**config.mk**
```make
export PLATFORM = sky130hd
export DESIGN_NAME = intersection_phase_controller_flat
export DESIGN_NICKNAME = d
export VERILOG_FILES = /design/src/rtl/intersection_phase_controller_if.sv /design/src/rtl/intersection_phase_controller.sv /design/src/flat_wrapper.sv
export SDC_FILE = /design/constraint.sdc
export NUM_CORES = 1
export LEC_CHECK = 0
export CORE_UTILIZATION = 30
export DETAILED_ROUTE_END_ITERATION = 8
export DONT_BUFFER_PORTS = 1
export PLACE_DENSITY = 0.41
export RECOVER_POWER = 50
export SLEW_MARGIN = 0
export SYNTH_ARGS = -nofsm -noshare
export SYNTH_HDL_FRONTEND = slang
export SYNTH_SLANG_ARGS = --single-unit
export TNS_END_PERCENT = 30
```
**constraint.sdc**
```tcl
create_clock -name clk -period 5.96 [get_ports clk]
set_input_delay 1.192 -clock clk [delete_from_list [all_inputs] [get_ports clk]]
set_output_delay 1.192 -clock clk [all_outputs]
set_load 0.01 [all_outputs]
```
**src/rtl/intersection_phase_controller_if.sv**
```systemverilog
// Bundles the tick/button inputs and the light/timer outputs of the
// intersection phase controller. The controller uses the master modport.
interface intersection_phase_controller_if;
  logic       tick;
  logic       ped_req_ns;
  logic       ped_req_ew;
  logic [2:0] ns_light;
  logic [2:0] ew_light;
  logic [6:0] master_timer;
  logic       ped_enable_ns;
  logic       ped_enable_ew;
  logic [2:0] phase;

  modport master (
    input  tick,
    input  ped_req_ns,
    input  ped_req_ew,
    output ns_light,
    output ew_light,
    output master_timer,
    output ped_enable_ns,
    output ped_enable_ew,
    output phase
  );

  modport slave (
    output tick,
    output ped_req_ns,
    output ped_req_ew,
    input  ns_light,
    input  ew_light,
    input  master_timer,
    input  ped_enable_ns,
    input  ped_enable_ew,
    input  phase
  );
endinterface

```
**src/rtl/intersection_phase_controller.sv**
```systemverilog
// Two-road intersection sequencer: vehicle lights, phase countdown and
// pedestrian walk enables. Advances only on the 1 Hz tick strobe.
//
// state     | code | meaning
// RED_A     | 0    | all-red clearance before N-S green
// NS_GREEN  | 1    | N-S green, walk on N-S if a request was consumed at entry
// NS_YELLOW | 2    | N-S yellow
// RED_B     | 3    | all-red clearance before E-W green
// EW_GREEN  | 4    | E-W green, walk on E-W if a request was consumed at entry
// EW_YELLOW | 5    | E-W yellow
// 6, 7      | -    | illegal, recover to RED_A on the next edge
module intersection_phase_controller #(
  parameter int unsigned GREEN_TIME     = 30,
  parameter int unsigned PED_GREEN_TIME = 40,
  parameter int unsigned YELLOW_TIME    = 4,
  parameter int unsigned ALL_RED_TIME   = 2
) (
  input  logic                            clk,
  input  logic                            rst_n,
  intersection_phase_controller_if.master bus
);

  localparam logic [2:0] RED_A     = 3'd0;
  localparam logic [2:0] NS_GREEN  = 3'd1;
  localparam logic [2:0] NS_YELLOW = 3'd2;
  localparam logic [2:0] RED_B     = 3'd3;
  localparam logic [2:0] EW_GREEN  = 3'd4;
  localparam logic [2:0] EW_YELLOW = 3'd5;

  localparam logic [2:0] LT_RED    = 3'b100;
  localparam logic [2:0] LT_YELLOW = 3'b010;
  localparam logic [2:0] LT_GREEN  = 3'b001;

  localparam logic [6:0] T_GREEN     = 7'(GREEN_TIME);
  localparam logic [6:0] T_PED_GREEN = 7'(PED_GREEN_TIME);
  localparam logic [6:0] T_YELLOW    = 7'(YELLOW_TIME);
  localparam logic [6:0] T_ALL_RED   = 7'(ALL_RED_TIME);

  logic [2:0] phase_q, phase_d;
  logic [6:0] timer_q, timer_d;
  logic [2:0] ns_light_q, ns_light_d;
  logic [2:0] ew_light_q, ew_light_d;
  logic       en_ns_q, en_ns_d;
  logic       en_ew_q, en_ew_d;
  logic       req_ns_q, req_ns_d;
  logic       req_ew_q, req_ew_d;

  logic       take_ns;
  logic       take_ew;
  logic       advance;
  logic [2:0] next_phase;

  // A button seen on the entry edge counts as already latched.
  assign take_ns = req_ns_q | bus.ped_req_ns;
  assign take_ew = req_ew_q | bus.ped_req_ew;
  assign advance = bus.tick && (timer_q <= 7'd1);

  // Fixed cyclic successor of each legal phase.
  always_comb begin
    next_phase = RED_A;
    case (phase_q)
      RED_A:     next_phase = NS_GREEN;
      NS_GREEN:  next_phase = NS_YELLOW;
      NS_YELLOW: next_phase = RED_B;
      RED_B:     next_phase = EW_GREEN;
      EW_GREEN:  next_phase = EW_YELLOW;
      EW_YELLOW: next_phase = RED_A;
      default:   next_phase = RED_A;
    endcase
  end

  // Phase, countdown, request latches and walk enables for the next edge.
  always_comb begin
    phase_d  = phase_q;
    timer_d  = timer_q;
    en_ns_d  = en_ns_q;
    en_ew_d  = en_ew_q;
    req_ns_d = req_ns_q | bus.ped_req_ns;
    req_ew_d = req_ew_q | bus.ped_req_ew;

    if (phase_q > EW_YELLOW) begin
      phase_d = RED_A;
      timer_d = T_ALL_RED;
      en_ns_d = 1'b0;
      en_ew_d = 1'b0;
    end else if (advance) begin
      phase_d = next_phase;
      en_ns_d = 1'b0;
      en_ew_d = 1'b0;
      case (next_phase)
        NS_GREEN: begin
          timer_d  = take_ns ? T_PED_GREEN : T_GREEN;
          en_ns_d  = take_ns;
          req_ns_d = 1'b0;
        end
        EW_GREEN: begin
          timer_d  = take_ew ? T_PED_GREEN : T_GREEN;
          en_ew_d  = take_ew;
          req_ew_d = 1'b0;
        end
        NS_YELLOW, EW_YELLOW: timer_d = T_YELLOW;
        default:              timer_d = T_ALL_RED;
      endcase
    end else if (bus.tick) begin
      timer_d = timer_q - 7'd1;
    end
  end

  // Lights follow the phase being entered so they change on the same edge.
  always_comb begin
    ns_light_d = LT_RED;
    ew_light_d = LT_RED;
    case (phase_d)
      NS_GREEN:  ns_light_d = LT_GREEN;
      NS_YELLOW: ns_light_d = LT_YELLOW;
      EW_GREEN:  ew_light_d = LT_GREEN;
      EW_YELLOW: ew_light_d = LT_YELLOW;
      default: begin
        ns_light_d = LT_RED;
        ew_light_d = LT_RED;
      end
    endcase
  end

  // State registers; reset wins over any phase activity.
  always_ff @(posedge clk) begin
    if (!rst_n) begin
      phase_q    <= RED_A;
      timer_q    <= T_ALL_RED;
      ns_light_q <= LT_RED;
      ew_light_q <= LT_RED;
      en_ns_q    <= 1'b0;
      en_ew_q    <= 1'b0;
      req_ns_q   <= 1'b0;
      req_ew_q   <= 1'b0;
    end else begin
      phase_q    <= phase_d;
      timer_q    <= timer_d;
      ns_light_q <= ns_light_d;
      ew_light_q <= ew_light_d;
      en_ns_q    <= en_ns_d;
      en_ew_q    <= en_ew_d;
      req_ns_q   <= req_ns_d;
      req_ew_q   <= req_ew_d;
    end
  end

  assign bus.phase         = phase_q;
  assign bus.master_timer  = timer_q;
  assign bus.ns_light      = ns_light_q;
  assign bus.ew_light      = ew_light_q;
  assign bus.ped_enable_ns = en_ns_q;
  assign bus.ped_enable_ew = en_ew_q;

endmodule

```
**src/flat_wrapper.sv**
```systemverilog
// flat-port wrapper written by rule: the top's interface ports become plain ports
module intersection_phase_controller_flat 
#(
  parameter int unsigned GREEN_TIME     = 30,
  parameter int unsigned PED_GREEN_TIME = 40,
  parameter int unsigned YELLOW_TIME    = 4,
  parameter int unsigned ALL_RED_TIME   = 2
)
  (clk, rst_n, bus_tick, bus_ped_req_ns, bus_ped_req_ew, bus_ns_light, bus_ew_light, bus_master_timer, bus_ped_enable_ns, bus_ped_enable_ew, bus_phase);
  intersection_phase_controller_if bus_i ();
  input  logic clk;
  input  logic rst_n;
  input wire logic [$bits(bus_i.tick)-1:0] bus_tick;
  input wire logic [$bits(bus_i.ped_req_ns)-1:0] bus_ped_req_ns;
  input wire logic [$bits(bus_i.ped_req_ew)-1:0] bus_ped_req_ew;
  output wire logic [$bits(bus_i.ns_light)-1:0] bus_ns_light;
  output wire logic [$bits(bus_i.ew_light)-1:0] bus_ew_light;
  output wire logic [$bits(bus_i.master_timer)-1:0] bus_master_timer;
  output wire logic [$bits(bus_i.ped_enable_ns)-1:0] bus_ped_enable_ns;
  output wire logic [$bits(bus_i.ped_enable_ew)-1:0] bus_ped_enable_ew;
  output wire logic [$bits(bus_i.phase)-1:0] bus_phase;
  assign bus_i.tick = bus_tick;
  assign bus_i.ped_req_ns = bus_ped_req_ns;
  assign bus_i.ped_req_ew = bus_ped_req_ew;
  assign bus_ns_light = bus_i.ns_light;
  assign bus_ew_light = bus_i.ew_light;
  assign bus_master_timer = bus_i.master_timer;
  assign bus_ped_enable_ns = bus_i.ped_enable_ns;
  assign bus_ped_enable_ew = bus_i.ped_enable_ew;
  assign bus_phase = bus_i.phase;
  intersection_phase_controller #(.GREEN_TIME(GREEN_TIME), .PED_GREEN_TIME(PED_GREEN_TIME), .YELLOW_TIME(YELLOW_TIME), .ALL_RED_TIME(ALL_RED_TIME)) u_core (.clk(clk), .rst_n(rst_n), .bus(bus_i));
endmodule
```
==> key figures <==
Placement
  • Pre-CTS WS: 3110 ps
  • GP Congestion: 0.797
  • Post-Place Cell Area: 1030 µm²
  • Post-DP HPWL: 1.69 mm
  • Port bufs: 0

Die
  • Row count: 20
  • Starting Density: between 30% and 40%
  • Core area: 3100 µm²
  • Die Y-Extent: 59.9 µm
  • Die span in x: 59.9 µm
  • Die footprint: 3580 µm²
  • I/O pins: 23

Pwr
  • Leak: 0.000382 µW
  • Reg power frac: 56.1%
  • Peak VDD IR: 0.000120 V
  • Clk pwr share: 27.9%
  • Logic pwr share: about 16%
  • NetSw: ~87 µW
  • Sw Share: 30.1%
  • Power per Cell Area: 272 nW/µm²
  • Internal power: 201 µW

Timing
  • Fin Clk Skew: 10.9 ps
  • Setup violators final: 0
  • Fmax: 370 MHz
  • RSZ-0062 raised after global routing: false
  • Tcrit/Tclk final: 45.4%
  • Final Hold Fails: 0
  • Post-route worst setup slack: 3260 ps
  • Slew Limit Headroom: 52.3%
  • Setup_tns: 0 ps
  • Final Max Tran Viols: 0
  • Slew @ Worst Pin: 716 ps
  • Min cycle time layout: 2700 ps

Status
  • Outcome: finished clean

Synth
  • Register area share after synthesis: 39.9%
  • Ys flop type: dfxtp_1
  • Number of flops mapped to enable cells by yosys: 0
  • Synth warnings: 0
  • FFs w/ async S/R, synth: 0%
  • Syn nets: 125
  • Synth cell types: 39
  • Post-synthesis instance area: 1000 µm²
  • Yosys reg bits: 20
  • Synth Instances: 118
  • Syn_area_per_cell: 8.51 µm²

Hold path
  • Worst hold path class: reg -> reg

Global route
  • Initial antenna violation count: 0
  • Vias in the first global route: about 840
  • Gr usage total: ~15%
  • First-pass GRT wire length: 4.07 mm
  • Grt total ovfl: 0
  • Pin count of the biggest net entering global routing: 18

Final layout
  • Multi-input logic area: 548 µm²
  • Nets: 124
  • Most frequent cells in the layout: 20 x dfxtp_1, 10 x nand2_1, 10 x nor2_1
  • Final Cell Area: 1060 µm²
  • Commonest non-fill, non-tap cell in the layout: dfxtp_1
  • Layout cell share with drive strength beyond 1: just under 7%
  • Reg area: 400 µm²
  • Area delta synth->final: 5.36%
  • Layout fillers: about 370
  • # diodes: 0

Drt
  • Vias/cell: 5.34
  • Avg WL per Cell: 14.8 µm
  • Final ANT Viol Nets: 0
  • DRC viols: 0
  • Final WL: between 2 and 2.5 mm
  • Via count: between 800 and 900
  • Drt pass-1 iters: 4
  • Initial DRC count: 61

Critical path
  • Top delay family on crit path: simple AND/OR/NAND/NOR gates
  • Critical Path, Cell by Cell: or3b_1 > nor4_1 > clkbuf_1 > nand2_1 > a22o_1
  • CP startpoint kind: primary input
  • CP Class: in -> reg
  • Critical path required time: 6180 ps
  • Crit-path max FO: 15
  • CP Buf/Inv Count: 1
  • Worst setup EP type: flip-flop
  • Slowest-stage cell, CP: clkbuf_1
  • Worst Path Arrival: 2920 ps
  • Critical Path Max Stage Delay: 580 ps

Clock network
  • Hold_buf cts: 0
  • CTS tree: done
  • Postcts setup bufs: 0
  • Post_cts resized: 0
  • Clock latency at the later pin of the worst-skew pair: approximately 310 ps
  • CTS max path bufs: 2
  • CTS root buf: clkbuf_4
  • TritonCTS Buffers: 3
  • CTS Sinks: 20
  • Worst-path clk slew: about 120 ps
  • H-tree depth: 1

Job
  • Max Cap Violations: 0
-- sequential cells by signal, indices dropped and copies added (netlist names) --
register and count:
u_core.bus.ew_light 3, u_core.bus.master_timer 7, u_core.req_ew_q 1, u_core.req_ns_q 1, u_core.bus.ns_light 3, u_core.bus.ped_enable_ew 1, u_core.bus.ped_enable_ns 1, u_core.bus.phase 3
-- tightest hold or removal path, cell delays in order (launching register included) --
cell	delay (ps)
dfxtp_1	360
nand2_1	70
a21oi_1	50
-- cells in the mapped netlist (2+ instances only) --
master / instances / area [µm²]
a22oi_1: 2 / 15.0
ha_1: 2 / 25.0
or3_1: 3 / 18.8
nor2_1: 10 / 37.5
or4_1: 4 / 30.0
inv_1: 4 / 15.0
nor2b_1: 3 / 18.8
a22o_1: 2 / 17.5
o21ai_0: 4 / 20.0
nand3b_1: 3 / 22.5
nor3b_1: 2 / 15.0
nor4b_1: 2 / 17.5
nor4_1: 3 / 18.8
mux2i_1: 2 / 20.0
nor3_1: 4 / 20.0
a31oi_1: 3 / 18.8
o31ai_1: 3 / 22.5
buf_2: 2 / 10.0
or2_2: 2 / 12.5
dfxtp_1: 20 / 400
clkbuf_1: 4 / 15.0
a21oi_1: 8 / 40.0
nand2_1: 10 / 37.5
-- final timing paths --
kind	startpoint	end	slack [ps]	cells past startpoint
max	bus_tick	u_core.bus.phase[2]	3260	5
min	u_core.bus.ped_enable_ew	u_core.bus.ped_enable_ew	510	2
max reg2reg	u_core.bus.master_timer[4]	u_core.bus.phase[2]	3670	5
min reg2reg	u_core.bus.ped_enable_ew	u_core.bus.ped_enable_ew	510	2
-- layout make-up --
class,count,share of cell area (%)
Clock buffer,4,3.43
Inverter,4,1.42
Multi-Input combinational cell,87,51.8
Sequential cell,20,37.8
Tap cell,44,5.20
Timing Repair Buffer,1,0.355
-- cells by family after synthesis --
group	count (synthesis)	share of synthesized area, %
muxes	3	3.11
adders and majority gates	2	2.49
DFF	20	39.9
xor gates and xnor gates	1	0.872
buffers and inverters	11	4.73
AOI/OAI and AO/OA	29	19.2
and+or+nand+nor	52	29.8
-- power by group through the flow --
stage / clock (µW) / combinational (µW) / sequential, µW
after floorplan: 0 / 44.0 / 159
after global placement: 0 / 48.7 / 165
after CTS: 83.2 / 48.9 / 162
after global routing: 89.7 / 52.8 / 164
after detailed placement: 0 / 48.7 / 165
final: 80.4 / 46.1 / 162
-- per-layer routing --
| metal | part of all wire (%) | global-route usage [%] | up-vias |
|---|---|---|---|
| met5 | 0 | 0 | - |
| met3 | 4.1 | 2.60 | 7 |
| met2 | 50 | 25.6 | 22 |
| met1 | 44 | 19.2 | 396 |
| li1 | - | - | 429 |
| met4 | 2.4 | 7.97 | 0 |
-- stage by stage --
step	utilization (%)	hold slack (ps)	cells	power (µW)
2_1_floorplan	-	476	118	203
3_3_place_gp	33.3	508	156	214
3_5_place_dp	33.3	510	156	214
4_1_cts	34.5	528	160	294
5_1_grt	34.1	563	160	307
6_report	34.1	515	160	288
Note: power is estimated with default switching activity, not from simulation.
